### config.mk
export PLATFORM = sky130hd
export DESIGN_NAME = dtmf_cmd_sequencer
export DESIGN_NICKNAME = d
export VERILOG_FILES = /design/src/rtl/dtmf_pkg.sv /design/src/rtl/dtmf_tick_gen.sv /design/src/rtl/dtmf_cmd_sequencer.sv
export SDC_FILE = /design/constraint.sdc
export NUM_CORES = 1
export LEC_CHECK = 0
export BUFFER_PORTS_ARGS = -buffer_cell sky130_fd_sc_hd__buf_4
export CORE_MARGIN = 2
export CORE_UTILIZATION = 45
export CTS_BUF_LIST = sky130_fd_sc_hd__clkbuf_16
export DETAILED_ROUTE_END_ITERATION = 8
export GPL_TIMING_DRIVEN = 0
export PLACE_DENSITY = 0.77
export SLEW_MARGIN = 20
export SYNTH_ARGS = -nofsm -noshare
export SYNTH_HDL_FRONTEND = slang
export SYNTH_SLANG_ARGS = --single-unit
### constraint.sdc
create_clock -name clk -period 5.1 [get_ports clk]
set_input_delay 0.51 -clock clk [delete_from_list [all_inputs] [get_ports clk]]
set_output_delay 0.51 -clock clk [all_outputs]
set_load 0.05 [all_outputs]
### src/rtl/dtmf_pkg.sv
// Shared definitions for the DTMF command sequencer.
// Digit codes, FSM state encoding and register offsets.
package dtmf_pkg;

    localparam logic [3:0] DTMF_STAR = 4'd10;
    localparam logic [3:0] DTMF_HASH = 4'd11;

    typedef enum logic [1:0] {
        ST_IDLE    = 2'd0,
        ST_COLLECT = 2'd1,
        ST_PEND    = 2'd2
    } dtmf_state_t;

    localparam logic [2:0] OFF_CTRL    = 3'd0;
    localparam logic [2:0] OFF_STATUS  = 3'd1;
    localparam logic [2:0] OFF_TIMEOUT = 3'd2;
    localparam logic [2:0] OFF_ERRCNT  = 3'd3;

    function automatic logic is_data(input logic [3:0] d);
        return (d != DTMF_STAR) && (d != DTMF_HASH);
    endfunction

endpackage

### src/rtl/dtmf_tick_gen.sv
// Free-running prescaler: one-clock tick strobe every TICK_DIV clocks.
// Ports: clk, reset (sync, active-high), tick (strobe out).
module dtmf_tick_gen #(
    parameter int TICK_DIV = 48000
) (
    input  logic clk,
    input  logic reset,
    output logic tick
);

    localparam int W = (TICK_DIV > 1) ? $clog2(TICK_DIV) : 1;
    localparam logic [W-1:0] LAST = W'(TICK_DIV - 1);

    logic [W-1:0] cnt;

    always_ff @(posedge clk) begin
        if (reset)
            cnt <= '0;
        else if (cnt == LAST)
            cnt <= '0;
        else
            cnt <= cnt + W'(1);
    end

    assign tick = (cnt == LAST);

endmodule

### src/rtl/dtmf_cmd_sequencer.sv
// Collects DTMF digits into a framed command and hands it over valid/ack.
// Ports: decoder in (Detect_in/Digit_in), command out (Cmd_*), Busy, reg bus.
module dtmf_cmd_sequencer
    import dtmf_pkg::*;
#(
    parameter logic [7:0] REG_BASE   = 8'h40,
    parameter int         MAX_DIGITS = 8,
    parameter int         TICK_DIV   = 48000
) (
    input  logic        clk,
    input  logic        reset,
    input  logic        Detect_in,
    input  logic [3:0]  Digit_in,
    output logic        Cmd_valid,
    input  logic        Cmd_ack,
    output logic [31:0] Cmd_digits,
    output logic [3:0]  Cmd_len,
    output logic        Busy,
    input  logic        rdena,
    input  logic        wrena,
    input  logic [7:0]  reg_addr,
    input  logic [7:0]  wr_data,
    input  logic [7:0]  rd_data_in,
    output logic [7:0]  rd_data
);

    localparam logic [3:0] MAX_LEN = 4'(MAX_DIGITS);

    dtmf_state_t state, state_n;
    logic [31:0] dig_buf, buf_n;
    logic [3:0]  len, len_n;
    logic        det_q, enable;
    logic [7:0]  timeout_reg, errcnt, tcnt, off, rd_sel;
    logic        tick, evt, in_win, wr_hit;
    logic        soft_abort, err_clr, err_inc, tmo_hit, clr;

    dtmf_tick_gen #(.TICK_DIV(TICK_DIV)) u_tick (
        .clk  (clk),
        .reset(reset),
        .tick (tick)
    );

    // Window decode relative to the base; wraps harmlessly outside it.
    assign off        = reg_addr - REG_BASE;
    assign in_win     = (off < 8'd8);
    assign wr_hit     = wrena && in_win;
    assign soft_abort = wr_hit && (off[2:0] == OFF_CTRL) && wr_data[1];
    assign err_clr    = wr_hit && (off[2:0] == OFF_ERRCNT);

    assign evt = Detect_in && !det_q && enable;

    // Fires on the TIMEOUT-th tick since the last accepted event.
    assign tmo_hit = (timeout_reg != 8'd0) && tick &&
                     (({1'b0, tcnt} + 9'd1) >= {1'b0, timeout_reg});

    always_ff @(posedge clk) begin
        if (reset) begin
            state   <= ST_IDLE;
            dig_buf <= '0;
            len     <= '0;
            det_q   <= 1'b0;
        end else begin
            state   <= state_n;
            dig_buf <= buf_n;
            len     <= len_n;
            det_q   <= Detect_in;
        end
    end

    always_comb begin
        state_n = state;
        buf_n   = dig_buf;
        len_n   = len;
        err_inc = 1'b0;
        clr     = 1'b0;
        if (soft_abort) begin
            clr = 1'b1;
        end else begin
            unique case (state)
                ST_IDLE: begin
                    if (evt && is_data(Digit_in)) begin
                        buf_n   = {28'd0, Digit_in};
                        len_n   = 4'd1;
                        state_n = ST_COLLECT;
                    end
                end
                ST_COLLECT: begin
                    if (evt) begin
                        if (Digit_in == DTMF_STAR) begin
                            clr = 1'b1;
                        end else if (Digit_in == DTMF_HASH) begin
                            if (len != 4'd0)
                                state_n = ST_PEND;
                        end else if (len >= MAX_LEN) begin
                            clr     = 1'b1;
                            err_inc = 1'b1;
                        end else begin
                            buf_n = dig_buf |
                                    ({28'd0, Digit_in} << {len, 2'b00});
                            len_n = len + 4'd1;
                        end
                    end else if (tmo_hit) begin
                        clr     = 1'b1;
                        err_inc = 1'b1;
                    end
                end
                ST_PEND: begin
                    err_inc = evt;
                    if (Cmd_ack)
                        clr = 1'b1;
                end
                default: clr = 1'b1;
            endcase
        end
        if (clr) begin
            state_n = ST_IDLE;
            buf_n   = '0;
            len_n   = '0;
        end
    end

    // Inter-digit tick counter, held at zero outside COLLECT.
    always_ff @(posedge clk) begin
        if (reset || state != ST_COLLECT || evt)
            tcnt <= '0;
        else if (tick && tcnt != 8'hFF)
            tcnt <= tcnt + 8'd1;
    end

    always_ff @(posedge clk) begin
        if (reset) begin
            enable      <= 1'b1;
            timeout_reg <= 8'd200;
            errcnt      <= '0;
        end else begin
            if (wr_hit && off[2:0] == OFF_CTRL)
                enable <= wr_data[0];
            if (wr_hit && off[2:0] == OFF_TIMEOUT)
                timeout_reg <= wr_data;
            if (err_clr)
                errcnt <= '0;
            else if (err_inc && errcnt != 8'hFF)
                errcnt <= errcnt + 8'd1;
        end
    end

    always_comb begin
        rd_sel = 8'h00;
        unique case (off[2:0])
            3'd0:    rd_sel = {7'd0, enable};
            3'd1:    rd_sel = {len, 2'b00, state};
            3'd2:    rd_sel = timeout_reg;
            3'd3:    rd_sel = errcnt;
            3'd4:    rd_sel = dig_buf[7:0];
            3'd5:    rd_sel = dig_buf[15:8];
            3'd6:    rd_sel = dig_buf[23:16];
            3'd7:    rd_sel = dig_buf[31:24];
            default: rd_sel = 8'h00;
        endcase
    end

    always_ff @(posedge clk) begin
        if (reset)
            rd_data <= '0;
        else if (rdena && in_win)
            rd_data <= rd_sel;
        else
            rd_data <= rd_data_in;
    end

    assign Cmd_valid  = (state == ST_PEND);
    assign Busy       = (state != ST_IDLE);
    assign Cmd_digits = dig_buf;
    assign Cmd_len    = len;

endmodule

==> results.txt <==
outcome = complete, no violations
DIE WIDTH = 104 um
ys flop type = dfxtp_1
count of pins over their slew limit = 0
clk slew on worst S/H paths = 0.07 ns
Area Growth Syn to Fin = 24.1%
most frequent cell after synthesis = nor2_1
Synth top area share = 39.4%
NumNets Final = 666
PortBufs = 78
DR pass1 iterations = 6
total wire length = 12700 um
Psw = 0.000458 W
DP Wirelength = 9400 um
Max IR drop VDD = 0.143 mV
Routed WL per cell = 16.8 um
Hold Path Sink = timeout_reg[6]$_SDFFE_PP1P_
starting density of the core = 46.0%
CP startpoint kind = flip-flop
total global routing overflow = 0
crit-path cells = ha_1, nand3_1, nor2_1, xnor2_1, inv_1, ha_1, and3_1, nand3_1, o21a_1, a2111o_1, nand3b_1, buf_2, nor2_1
total track usage = 23.2%
Seq/Total Area, Yosys = 39.4%
Critical Path Fanout Max = 10
Final Cycle Share = 62.7%
synthesized flop and latch total = 88
pwr dens = 301 nW/um2
hold depth = 2
Slowest cell on crit path = a2111o_1
f_max = 0.313 GHz
Final Power = 0.00167 W
Synth Instances = 526
Avg Cell Area, Syn = 8.51 um2
DRT antenna net count = 0
Period minus WS final = 3.20 ns
maxcap violations = 0
root buffer cell = clkbuf_16
Die Ht = 104 um
sequential power share = 42.9%
CTS buffer count = 9
asr flop ratio synth = 0%
vias after detailed routing = 4260
total leakage power = 2.23 nW
Worst-Skew Late Latency = 0.35 ns
WS Path Type = flip-flop to flip-flop
Slew HR = 45.8%
RSZ-0062 raised after global routing = false
r2r setup slk = 1.90 ns
source of the worst hold timing path = wr_data[6]
CTS resizes = 0
Internal Power = 0.00122 W
Setup Buffers After CTS = 0
most area-consuming cells after synthesis = dfxtp_1 (39%), nor2_1 (8.3%), ha_1 (4.8%)
vias in the first global route = 3894
Layout Skew = 0.00862 ns
ratio of cells with drive above 1 in the final layout = 19.8%
Logic pwr share = 13.8%
initial antenna violation count = 0
DR iter-0 viols = 362
final hold violation count = 0
CP max stage delay = 0.45 ns
Core Footprint = 9730 um2
clock share of power = 43.4%
CP required = 5.33 ns
sum of negative setup slack = 0 ns
Placer Congestion = 0.960
# IOs = 80
Synth cell types = 62
R2R cell count = 13
WHS = 0.372 ns
RR Endpoint = Cmd_digits[18]$_SDFFE_PP0P_
Setup-failing EPs final = 0
largest net degree at the start of global routing = 17
hold crit path type = input pin to flip-flop
post-synth top area cell = dfxtp_1
FF-to-FF Start = tcnt[0]$_SDFFE_PP0P_
routed vias/inst = 5.66
Yosys Warn Count = 0
global-route wire length before repair = 19900 um
Mapped Area = 4480 um2
Rows = 36
Remaining DRCs = 0
number of flops mapped to enable cells by yosys = 0
Synth top cells by count = nor2_1 (99), dfxtp_1 (88), nand2_1 (32), a21oi_1 (24), nand3_1 (22)
CTS tree = done
max reg flops = 32
htree depth = 3
Die ar. = 10800 um2
CP arrival = 3.43 ns
Worst Setup End Kind = flip-flop
CTS sink cnt = 88
# diodes = 0
CTS max path bufs = 2
CTS Hold Bufs = 0
Slew @ Worst Pin = 0.807 ns
post-synth net total = 577
sw frac = 27.4%
## cell usage in the layout, fill, tap and decap left out, types with 3 or more instances in the layout
cell type	netlist	routed
a31o_1	3	3
ha_1	17	17
a311oi_1	4	4
and3_1	7	7
nor2b_1	7	7
nand3_1	22	22
nand3b_1	3	3
nor3_1	7	7
or3_1	3	3
mux2i_1	21	21
a22oi_1	8	8
buf_2	6	6
nand2b_1	7	7
clkbuf_16	0	9
o21ai_0	14	14
dfxtp_1	88	88
nand4b_1	3	3
inv_1	21	21
xnor2_1	12	12
a31oi_1	20	20
nor4_1	4	4
nand2_1	32	32
buf_4	0	78
a32oi_1	5	5
nand4_1	3	3
a211o_1	5	5
buf_1	3	3
and2_1	7	7
xor2_1	14	14
a21oi_1	24	24
clkbuf_1	12	12
nor2_1	99	99
a211oi_1	7	7
## how the worst max path moves through the flow
stage / startpoint / to / slack [ns]
floorplan: tcnt[0]$_SDFFE_PP0P_ / Cmd_digits[13]$_SDFFE_PP0P_ / 2.45
global placement: tcnt[0]$_SDFFE_PP0P_ / Cmd_digits[19]$_SDFFE_PP0P_ / 2.08
detailed placement: tcnt[0]$_SDFFE_PP0P_ / Cmd_digits[20]$_SDFFE_PP0P_ / 1.99
CTS: tcnt[0]$_SDFFE_PP0P_ / Cmd_digits[18]$_SDFFE_PP0P_ / 1.92
global route: tcnt[0]$_SDFFE_PP0P_ / Cmd_digits[18]$_SDFFE_PP0P_ / 1.68
finish: tcnt[0]$_SDFFE_PP0P_ / Cmd_digits[18]$_SDFFE_PP0P_ / 1.90
## per-stage QoR
stage          cell area [um2]  instances  util [%]  setup WS, ns
2_1_floorplan             4480        526         -          2.45
3_3_place_gp              5230        737      53.7          2.08
3_5_place_dp              5230        737      53.7          1.99
4_1_cts                   5560        753      57.1          1.92
5_1_grt                   5560        753      57.1          1.68
6_report                  5560        753      57.1          1.90
## cells by family after synthesis
kind of cell	share of synthesized area, %
AOI/OAI and AO/OA	16.0
xor gates and xnor gates	5.09
adders and majority gates	4.75
buffers and inverters	4.56
DFF	39.4
muxes	6.20
and+or+nand+nor	24.1
## critical path: cells and delay by family, from the launching register on
family | cells | cell delay [ns]
simple gates | 6 | 0.97
flops | 1 | 0.42
fa+ha+maj | 2 | 0.54
compound gates | 2 | 0.64
xor+xnor | 1 | 0.17
buf+inv | 2 | 0.35
## power groups by stage
stage	sequential [W]	combinational (W)	clock, W
finish	0.000717	0.000230	0.000726
global route	0.000719	0.000247	0.000765
CTS	0.000717	0.000229	0.000732
detailed placement	0.000733	0.000227	0
global placement	0.000733	0.000224	0
floorplan	0.000759	0.000117	0
## layer usage
layer  vias to the layer above  part of all wire (%)  GRT usage (%)
li1                       2039                     -              -
met1                      1991                    44           31.3
met2                       210                    46           36.4
met3                        20                   8.5           5.92
met4                         0                   1.5           7.24
met5                         -                     0              0
## final cells by class
class,count,area [um2]
clock buffers,9,225
flip-flops and latches,88,1760
repair buffers,78,586
fillers,876,4170
plain buffers,24,125
clock inverters,7,103
well taps,133,166
inverters,21,78.8
multi-input cells,393,2510
No activity file was read; power rests on OpenSTA's default activity.
